===== src/rtl/scale_addr_pipe.sv =====
// scale_addr_pipe: maps VGA scan coordinates to source-image coordinates.
// Zoom-in (>>k), zoom-out (<<k) or identity, then pan offset and bounds check,
// through a valid/ready pipeline. Configuration is shadowed at frame_start.
// Optional: define LINEAR_ADDR_EN to add a third stage that produces the
// linear frame-buffer address (latency 3 instead of 2).
`timescale 1ns/1ps

module scale_addr_pipe #(
    parameter int unsigned WIDTH_IN  = 160,
    parameter int unsigned HEIGHT_IN = 120,
    parameter int unsigned VGA_W     = 10,
    parameter int unsigned MAX_K     = 3,
    parameter int unsigned XW        = $clog2(WIDTH_IN),
    parameter int unsigned YW        = $clog2(HEIGHT_IN)
) (
    input  logic             clk,
    input  logic             reset_n,
    input  logic             frame_start,
    input  logic [1:0]       cfg_mode,
    input  logic [1:0]       cfg_k,
    input  logic [XW-1:0]    cfg_pan_x,
    input  logic [YW-1:0]    cfg_pan_y,
    input  logic             in_valid,
    output logic             in_ready,
    input  logic [VGA_W-1:0] x_vga,
    input  logic [VGA_W-1:0] y_vga,
    output logic             out_valid,
    input  logic             out_ready,
    output logic [XW-1:0]    x_img,
    output logic [YW-1:0]    y_img,
`ifdef LINEAR_ADDR_EN
    output logic [$clog2(WIDTH_IN*HEIGHT_IN)-1:0] addr,
`endif
    output logic             in_bounds
);

    // Scaled coordinates need MAX_K extra bits so zoom-out never truncates;
    // one more bit holds the pan sum.
    localparam int unsigned SW = VGA_W + MAX_K;
    localparam int unsigned PW = SW + 1;
    localparam logic [PW-1:0] X_LIM = PW'(WIDTH_IN);
    localparam logic [PW-1:0] Y_LIM = PW'(HEIGHT_IN);
    localparam logic [1:0]    K_MAX = 2'(MAX_K);

    // Shadow configuration
    logic [1:0]    sh_mode, sh_k;
    logic [XW-1:0] sh_pan_x;
    logic [YW-1:0] sh_pan_y;

    // Configuration seen by a coordinate accepted this cycle
    logic [1:0]    cfg_k_sat;
    logic [1:0]    acc_mode, acc_k;
    logic [XW-1:0] acc_pan_x;
    logic [YW-1:0] acc_pan_y;

    // Stage 1 registers and next values
    logic          s1_valid;
    logic [SW-1:0] s1_sx, s1_sy;
    logic [XW-1:0] s1_pan_x;
    logic [YW-1:0] s1_pan_y;
    logic [SW-1:0] x_ext, y_ext, sx, sy;

    // Stage 2 registers and next values
    logic          s2_valid;
    logic [XW-1:0] s2_x;
    logic [YW-1:0] s2_y;
    logic          s2_inb;
    logic [PW-1:0] px, py;
    logic          inb_next;
    logic [XW-1:0] x_next;
    logic [YW-1:0] y_next;

    logic s1_load, s2_load;

`ifdef LINEAR_ADDR_EN
    localparam int unsigned AW = $clog2(WIDTH_IN * HEIGHT_IN);
    localparam logic [AW-1:0] ADDR_STRIDE = AW'(WIDTH_IN);

    logic          s3_valid;
    logic [XW-1:0] s3_x;
    logic [YW-1:0] s3_y;
    logic          s3_inb;
    logic [AW-1:0] s3_addr;
    logic [AW-1:0] addr_next;
    logic          s3_load;
`endif

    // Stage loads: a stage takes new data when empty or when its successor moves on
    always_comb begin
`ifdef LINEAR_ADDR_EN
        s3_load = !s3_valid || out_ready;
        s2_load = !s2_valid || s3_load;
`else
        s2_load = !s2_valid || out_ready;
`endif
        s1_load  = !s1_valid || s2_load;
        in_ready = s1_load;
    end

    // A frame_start in the accept cycle applies its new config to that coordinate
    always_comb begin
        cfg_k_sat = (32'(cfg_k) > MAX_K) ? K_MAX : cfg_k;
        if (frame_start) begin
            acc_mode  = cfg_mode;
            acc_k     = cfg_k_sat;
            acc_pan_x = cfg_pan_x;
            acc_pan_y = cfg_pan_y;
        end else begin
            acc_mode  = sh_mode;
            acc_k     = sh_k;
            acc_pan_x = sh_pan_x;
            acc_pan_y = sh_pan_y;
        end
    end

    // Shadow config register; reset state is identity with no pan
    always_ff @(posedge clk) begin
        if (!reset_n) begin
            sh_mode  <= 2'd2;
            sh_k     <= 2'd0;
            sh_pan_x <= '0;
            sh_pan_y <= '0;
        end else if (frame_start) begin
            sh_mode  <= cfg_mode;
            sh_k     <= cfg_k_sat;
            sh_pan_x <= cfg_pan_x;
            sh_pan_y <= cfg_pan_y;
        end
    end

    // Stage 1 scale; modes 2 and 3 are both identity
    always_comb begin
        x_ext = SW'(x_vga);
        y_ext = SW'(y_vga);
        case (acc_mode)
            2'd0: begin
                sx = x_ext >> acc_k;
                sy = y_ext >> acc_k;
            end
            2'd1: begin
                sx = x_ext << acc_k;
                sy = y_ext << acc_k;
            end
            default: begin
                sx = x_ext;
                sy = y_ext;
            end
        endcase
    end

    // Stage 1 register; pan travels with the data so later config changes don't affect it
    always_ff @(posedge clk) begin
        if (!reset_n) begin
            s1_valid <= 1'b0;
            s1_sx    <= '0;
            s1_sy    <= '0;
            s1_pan_x <= '0;
            s1_pan_y <= '0;
        end else if (s1_load) begin
            s1_valid <= in_valid;
            if (in_valid) begin
                s1_sx    <= sx;
                s1_sy    <= sy;
                s1_pan_x <= acc_pan_x;
                s1_pan_y <= acc_pan_y;
            end
        end
    end

    // Stage 2 pan and bounds; out-of-range coordinates are forced to zero, never wrapped
    always_comb begin
        px       = PW'(s1_sx) + PW'(s1_pan_x);
        py       = PW'(s1_sy) + PW'(s1_pan_y);
        inb_next = (px < X_LIM) && (py < Y_LIM);
        x_next   = inb_next ? px[XW-1:0] : '0;
        y_next   = inb_next ? py[YW-1:0] : '0;
    end

    // Stage 2 register
    always_ff @(posedge clk) begin
        if (!reset_n) begin
            s2_valid <= 1'b0;
            s2_x     <= '0;
            s2_y     <= '0;
            s2_inb   <= 1'b0;
        end else if (s2_load) begin
            s2_valid <= s1_valid;
            if (s1_valid) begin
                s2_x   <= x_next;
                s2_y   <= y_next;
                s2_inb <= inb_next;
            end
        end
    end

`ifdef LINEAR_ADDR_EN
    // Stage 3 linear address; x/y are already zero when out of bounds
    always_comb begin
        addr_next = s2_inb ? (AW'(s2_y) * ADDR_STRIDE + AW'(s2_x)) : '0;
    end

    // Stage 3 register
    always_ff @(posedge clk) begin
        if (!reset_n) begin
            s3_valid <= 1'b0;
            s3_x     <= '0;
            s3_y     <= '0;
            s3_inb   <= 1'b0;
            s3_addr  <= '0;
        end else if (s3_load) begin
            s3_valid <= s2_valid;
            if (s2_valid) begin
                s3_x    <= s2_x;
                s3_y    <= s2_y;
                s3_inb  <= s2_inb;
                s3_addr <= addr_next;
            end
        end
    end

    assign out_valid = s3_valid;
    assign x_img     = s3_x;
    assign y_img     = s3_y;
    assign in_bounds = s3_inb;
    assign addr      = s3_addr;
`else
    assign out_valid = s2_valid;
    assign x_img     = s2_x;
    assign y_img     = s2_y;
    assign in_bounds = s2_inb;
`endif

endmodule


===== config.mk =====
export PLATFORM = sky130hd
export DESIGN_NAME = scale_addr_pipe
export DESIGN_NICKNAME = d
export VERILOG_FILES = /design/src/rtl/scale_addr_pipe.sv
export SDC_FILE = /design/constraint.sdc
export NUM_CORES = 1
export LEC_CHECK = 0
export CAP_MARGIN = 20
export CORE_UTILIZATION = 31
export CTS_BUF_LIST = sky130_fd_sc_hd__clkbuf_16
export CTS_CLUSTER_DIAMETER = 50
export DETAILED_ROUTE_END_ITERATION = 7
export REMOVE_ABC_BUFFERS = 1
export SETUP_SLACK_MARGIN = 0.2
export SYNTH_ARGS = -nofsm -noshare
export SYNTH_HDL_FRONTEND = slang
export SYNTH_SLANG_ARGS = --single-unit

===== constraint.sdc =====
create_clock -name clk -period 2.96 [get_ports clk]
set_input_delay 0.592 -clock clk [delete_from_list [all_inputs] [get_ports clk]]
set_output_delay 0.592 -clock clk [all_outputs]
set_load 0.005 [all_outputs]

==> flow_summary.toml, run 1 <==
[outcome]
status = "finished clean"

[synth]
postSynthAreaPerCell_um2 = 8.49
yosys.area.top_type = "dfxtp_1"
synth_edf_count = 0
synth_ff_type = "dfxtp_1"
yosys_warnings = 0
synth_seq_cells = 78
synthCells = 526
synthTopCellsByArea = "dfxtp_1 (35%), nand2_1 (6.5%), mux2i_1 (6.0%)"
syn-cell-area_um2 = 4470
yosys-top-cells-count = "dfxtp_1 (78), nand2_1 (77), a21oi_1 (51)"
netlist.area_leader.share_pct = 34.9
ys_types = 65
yosysSeqAreaShare_pct = 34.9
yosysMostFrequentCell = "dfxtp_1"
synth-async-reset-ratio_pct = 0

[power]
pwr_density_cell_nw_per_um2 = 505
ir_drop_uv = 253
p_total_mw = 2.99
p_leak_nw = 2.51

[worst_hold_path]
whs_endpoint = "in_bounds"
holdPathStages = 2
min_from = "in_bounds"
hold_class = "reg -> reg"

[clocking]
clock_latency_ns = 0.35
numCtsBuffers = 9
cts_hold_repair.buffers = 0
clock_sinks = 78
cts.htree.levels = 3
cts_tree = "built"
clkTransAtPathRegs_ns = 0.06
clockRootBuffer = "clkbuf_16"
cts_buffer_depth = 2

[floorplan]
die-height_um = 122
io_pins = 62
die_width_um = 122
core-area_um2 = 14000
initial_core_util_pct = 31.9
die_area_um2 = 14900
rows = 43

[route]
wirelength_um = 14400
wl_per_cell_um = 17.9
routed_via_density = 5.50
ant_nets = 0
first_pass_iters = 5
drt-initial-drc-count = 455
vias = 4414
drc = 0

[sta]
max_freq_mhz = 373
period_minus_slack_ns = 2.68
tns_ns = 0
finalCritPeriodShare_pct = 90.6
hold_viol = 0
slew_headroom_pct = 60.3
rsz0062_at_grt = "yes"
tightest_slew_ns = 0.595
fin_worst_skew_ns = 0.00735
slew_viol_final = 0
final-setup-viol-count = 0
hold_slack_ns = 0.449

[setup_path]
cpMaxStageDelayCell = "or4_4"
cp.required_ns = 3.24
cp.buffers_inverters = 0
cp-start-kind = "register"
crit_type = "reg -> reg"
path_cells = "ha_1 -> fa_1 -> a21o_1 -> a22oi_1 -> a21oi_2 -> xnor2_2 -> o2111ai_4 -> or4_4 -> o21ai_1"
cp.depth = 9
r2r-end = "x_img[4]"
arrival_ns = 2.96
r2r_start = "s1_sx[0]"
worst-r2r-cell-count = 9
slowest_delay_ns = 0.60
endpoint_kind = "register"
rrSetupSlack_ns = 0.28
cp_top_family = "compound AO/OA/AOI/OAI gates"
critical_path.max_fanout = 6

[placed_design]
place_congestion = 0.958
dpl.cell_count = 778
portBuffers = 61
dp_hpwl_um = 10600

[final_layout]
num_antenna_cells = 0
drive_gt1_share_pct = 15.8
fin_cells = 802
final_util_pct = 42.4
area_growth_pct = 32.8
num-nets-final = 679

[global_routing]
antenna_found_initial = 0
grt_pass1_wl_um = 22600
grt_max_degree = 64
first_global_vias = 4251
grtUsageTotal_pct = 20.1
gr-total-overflow = 0

[job]
cap_violations = 0
## area by class of cell
type,instances,area [um2]
well taps,180,225
repair buffers,110,986
inverters,10,37.5
multi-input cells,409,2820
clock buffers,9,225
clock inverters,6,80.1
flip-flops and latches,78,1560
fillers,1378,8060
## worst register-to-register path, delay by kind of cell, from the launching register on
family,cells,cell delay (ns)
flops,1,0.31
compound gates,5,0.85
fa+ha+maj,2,0.64
xor+xnor,1,0.22
simple gates,1,0.60
## power breakdown
| part | switching [mW] | leakage, nW | internal, mW |
|---|---|---|---|
| Clock | 0.437 | 0.160 | 0.727 |
| Combinational | 0.358 | 1.71 | 0.314 |
| Sequential | 0.0445 | 0.642 | 1.11 |
## cell usage in the layout, fill, tap and decap left out, types with 4 or more instances in the layout
master	instances
a211oi_1	5
o211a_1	18
dfxtp_1	78
a21oi_1	48
a2111oi_0	4
clkdlybuf4s50_1	60
xor2_1	6
a221oi_1	7
o21ai_0	37
o21ai_1	4
clkbuf_16	9
xnor2_1	6
buf_4	48
a21boi_0	5
nand4_1	5
and2_1	6
nand2b_1	4
a31oi_1	7
nor2b_1	20
inv_1	13
a21o_1	4
mux2_2	4
nor2_1	20
ha_1	14
nor3_1	6
nand3_1	11
a22o_1	9
mux2i_1	26
nand2_1	77
## flip-flops by register name, indices dropped and copies added, names as in the netlist
name	count
in_bounds	1
x_img	8
s1_pan_x	8
out_valid	1
sh_pan_y	7
sh_pan_x	8
s1_valid	1
sh_mode	2
y_img	7
s1_sx	13
s1_sy	13
s1_pan_y	7
sh_k	2
## routing by layer
layer / vias to the layer above / track usage, % / wire, um / share of wire (%)
met5: - / 0 / 0 / 0
met4: 0 / 6.48 / 281 / 2.0
met3: 26 / 5.15 / 835 / 5.8
met2: 156 / 31.9 / 6610 / 46
met1: 2117 / 26.4 / 6640 / 46
li1: 2115 / - / - / -
## cells by family after synthesis
| family | after synthesis | synth area share, % |
|---|---|---|
| compound gates | 186 | 28.6 |
| simple gates | 160 | 17.2 |
| flops | 78 | 34.9 |
| buf+inv | 39 | 3.75 |
| mux | 33 | 7.87 |
| fa+ha+maj | 17 | 5.10 |
| xor+xnor | 13 | 2.55 |
## stage by stage
| stage | setup WS (ns) | cell area, um2 |
|---|---|---|
| after global routing | 0.191 | 5930 |
| after CTS | 0.231 | 5870 |
| final | 0.277 | 5930 |
| after floorplan | -0.608 | 4340 |
| after detailed placement | 0.0457 | 5500 |
| after global placement | 0.0920 | 5500 |
## worst max path at each step
stage | to | slack (ns) | start
2_1_floorplan | s1_sy[1] | -0.61 | out_ready
4_1_cts | x_img[4] | 0.23 | s1_sy[0]
6_report | x_img[4] | 0.28 | s1_sx[0]
5_1_grt | x_img[4] | 0.19 | s1_sx[0]
3_5_place_dp | x_img[4] | 0.05 | s1_sy[0]
3_3_place_gp | x_img[2] | 0.09 | s1_sy[0]
## timing repair
item | CTS | global route
setup endpoints to repair | 16 | 7
pin swaps | 3 | 10
buffers inserted | 7 | 2
gates resized for setup | 4 | 10
Power figures use the tool's default switching activity.
==> inputs of run 2 (changes only) <==
--- a/config.mk
+++ b/config.mk
@@ -5,6 +5,7 @@
 export SDC_FILE = /design/constraint.sdc
 export NUM_CORES = 1
 export LEC_CHECK = 0
+export ABC_AREA = 1
 export CAP_MARGIN = 20
 export CORE_UTILIZATION = 31
 export CTS_BUF_LIST = sky130_fd_sc_hd__clkbuf_16
==> constraint.sdc (replaced) <==
create_clock -name clk -period 2.96 [get_ports clk]
set_input_delay 0.444 -clock clk [delete_from_list [all_inputs] [get_ports clk]]
set_output_delay 0.444 -clock clk [all_outputs]
set_load 0.005 [all_outputs]
==> run 2 against run 1 <==
  * Maximum frequency rose by 11%
  * First-iteration DRC count down 41%
  * Sequential share of layout area is 0.57 points lower
  * Flip-flop and latch count unchanged
  * Via count increased by 11%
  * Final cell count grew 24%
  * Clock power fell by 16%
  * Non-clock buffer count is 36 lower
==> flow_summary.toml, run 2 <==
[synth]
yosysSeqAreaShare_pct = 31.4
yosys_warnings = 0
syn-cell-area_um2 = 4970
synthCells = 725
yosys.area.top_type = "dfxtp_1"
synth_seq_cells = 78
synth_ff_type = "dfxtp_1"
postSynthAreaPerCell_um2 = 6.86
synth-async-reset-ratio_pct = 0
synthTopCellsByArea = "dfxtp_1 (31%), nand2_1 (14%), inv_1 (6.0%)"
netlist.area_leader.share_pct = 31.4
yosys-top-cells-count = "nand2_1 (181), inv_1 (80), dfxtp_1 (78)"
synth_edf_count = 0
yosysMostFrequentCell = "nand2_1"
ys_types = 49

[placed_design]
place_congestion = 0.929
pre_cts_slack_ns = 0.387
dp_hpwl_um = 10300
portBuffers = 61

[route]
vias = 4914
first_pass_iters = 5
drt-initial-drc-count = 267
wirelength_um = 13700
routed_via_density = 4.93
drc = 0
wl_per_cell_um = 13.7
ant_nets = 0

[floorplan]
die_area_um2 = 16500
die-height_um = 129
rows = 45
io_pins = 62
core-area_um2 = 15400
die_width_um = 129
initial_core_util_pct = 32.2

[power]
pwr_density_cell_nw_per_um2 = 453
ir_drop_uv = 290
p_leak_nw = 2.65

[final_layout]
fillers = 1664
layout_commonest_cell = "nand2_1"
drive_gt1_share_pct = 8.66
num-nets-final = 841
final_util_pct = 39.3
area_growth_pct = 22.0
final_cell_mix = "nand2_1 (181), inv_1 (79), dfxtp_1 (78)"
largestRegisters = "s1_sx (13), s1_sy (13)"
num_antenna_cells = 0

[sta]
hold_viol = 0
slew_headroom_pct = 61.7
tightest_slew_ns = 0.573
finalCritPeriodShare_pct = 81.6
max_freq_mhz = 414
rsz0062_at_grt = "no"
slew_viol_final = 0
final-setup-viol-count = 0
finalWorstSetupSlack_ns = 0.545
hold_slack_ns = 0.462
period_minus_slack_ns = 2.42
fin_worst_skew_ns = 0.00514

[setup_path]
slowest_delay_ns = 0.46
cp.required_ns = 3.23
cpMaxStageDelayCell = "fa_1"
endpoint_kind = "register"
arrival_ns = 2.69
cp.buffers_inverters = 0
cp-start-kind = "register"
critical_path.max_fanout = 16
crit_type = "reg -> reg"
path_cells = "ha_1 -> fa_1 -> nand3_1 -> nand3_1 -> nand3_1 -> nand2_1 -> nand2_1 -> nand2_1 -> nor2_2 -> nand2_2 -> nor2_8 -> nand4_1 -> a21oi_1"
cp_top_family = "simple AND/OR/NAND/NOR gates"

[clocking]
cts_buffer_depth = 2
numCtsBuffers = 9
clock_latency_ns = 0.34
cts_setup_buffers = 0
clkTransAtPathRegs_ns = 0.06
cts_tree = "built"
clockRootBuffer = "clkbuf_16"
cts.htree.levels = 3
clock_sinks = 78
ctsResizeCount = 0
cts_hold_repair.buffers = 0

[global_routing]
first_global_vias = 4569
grt_pass1_wl_um = 22300
grt_max_degree = 56
gr-total-overflow = 0
antenna_found_initial = 0
grtUsageTotal_pct = 17.2

[job]
cap_violations = 0

[worst_hold_path]
hold_class = "reg -> reg"

[outcome]
status = "finished clean"
[run 2: changes by cell type after synthesis, sizes merged, moves of 6 or more]
cell / delta
nor2: +48
nand4: +18
mux2i: -13
a22oi: +6
a211oi: +12
inv: +77
and2: -6
xnor2: -6
a22o: -11
buf: +6
nand2: +116
o211a: -18
nor2b: -20
nand3: +27
[run 2: cell families after synthesis]
logic type	Yosys count	share of synthesized area, %
simple gates	336	30.7
mux	15	3.02
xor+xnor	4	0.705
fa+ha+maj	17	4.58
flops	78	31.4
buf+inv	119	10.0
compound gates	156	19.6
[run 2: layer usage]
metal  global-route usage (%)  up-vias  wire length [um]
met5                        0        -                 0
met4                     5.74        0               289
met3                     3.95       21               634
met2                     27.8      115              6100
met1                     22.5     2231              6620
li1                         -     2547                 -
[run 2: stage by stage]
step / setup TNS, ns / instance area (um2) / std cells / total power [mW]
final: 0 / 6060 / 996 / 2.75
after global routing: 0 / 6060 / 996 / 2.91
after CTS: 0 / 6060 / 996 / 2.78
after detailed placement: 0 / 5810 / 980 / 1.80
after global placement: 0 / 5810 / 980 / 1.80
after floorplan: -1.50 / 4810 / 695 / 1.56
[run 2: layout make-up]
cell class / count / area, um2 / area share [%]
Multi-Input combinational cell: 528 / 2920 / 48.1
Sequential cell: 78 / 1560 / 25.7
Timing Repair Buffer: 74 / 733 / 12.1
Inverter: 89 / 334 / 5.51
Tap cell: 211 / 264 / 4.35
Clock buffer: 9 / 225 / 3.71
Clock inverter: 7 / 31.3 / 0.516
[run 2: worst reg2reg max path: stages, from the launching register on]
cell and delay (ns):
dfxtp_1 0.33, ha_1 0.25, fa_1 0.46, nand3_1 0.12
nand3_1 0.15, nand3_1 0.15, nand2_1 0.06, nand2_1 0.05
nand2_1 0.05, nor2_2 0.13, nand2_2 0.10, nor2_8 0.22
nand4_1 0.14, a21oi_1 0.14
[run 2: where the power goes]
group,switching (mW),internal [mW]
clock,0.426,0.551
combinational,0.375,0.241
sequential,0.0433,1.11
[run 2: path summary, 6_finish.rpt]
path | cells after the start | slack, ns | endpoint | start
worst max-delay path | 13 | 0.54 | x_img[1] | s1_sx[0]
worst min-delay path | 2 | 0.46 | y_img[1] | y_img[1]
worst max register to register | 13 | 0.54 | x_img[1] | s1_sx[0]
worst min register to register | 2 | 0.46 | y_img[1] | y_img[1]
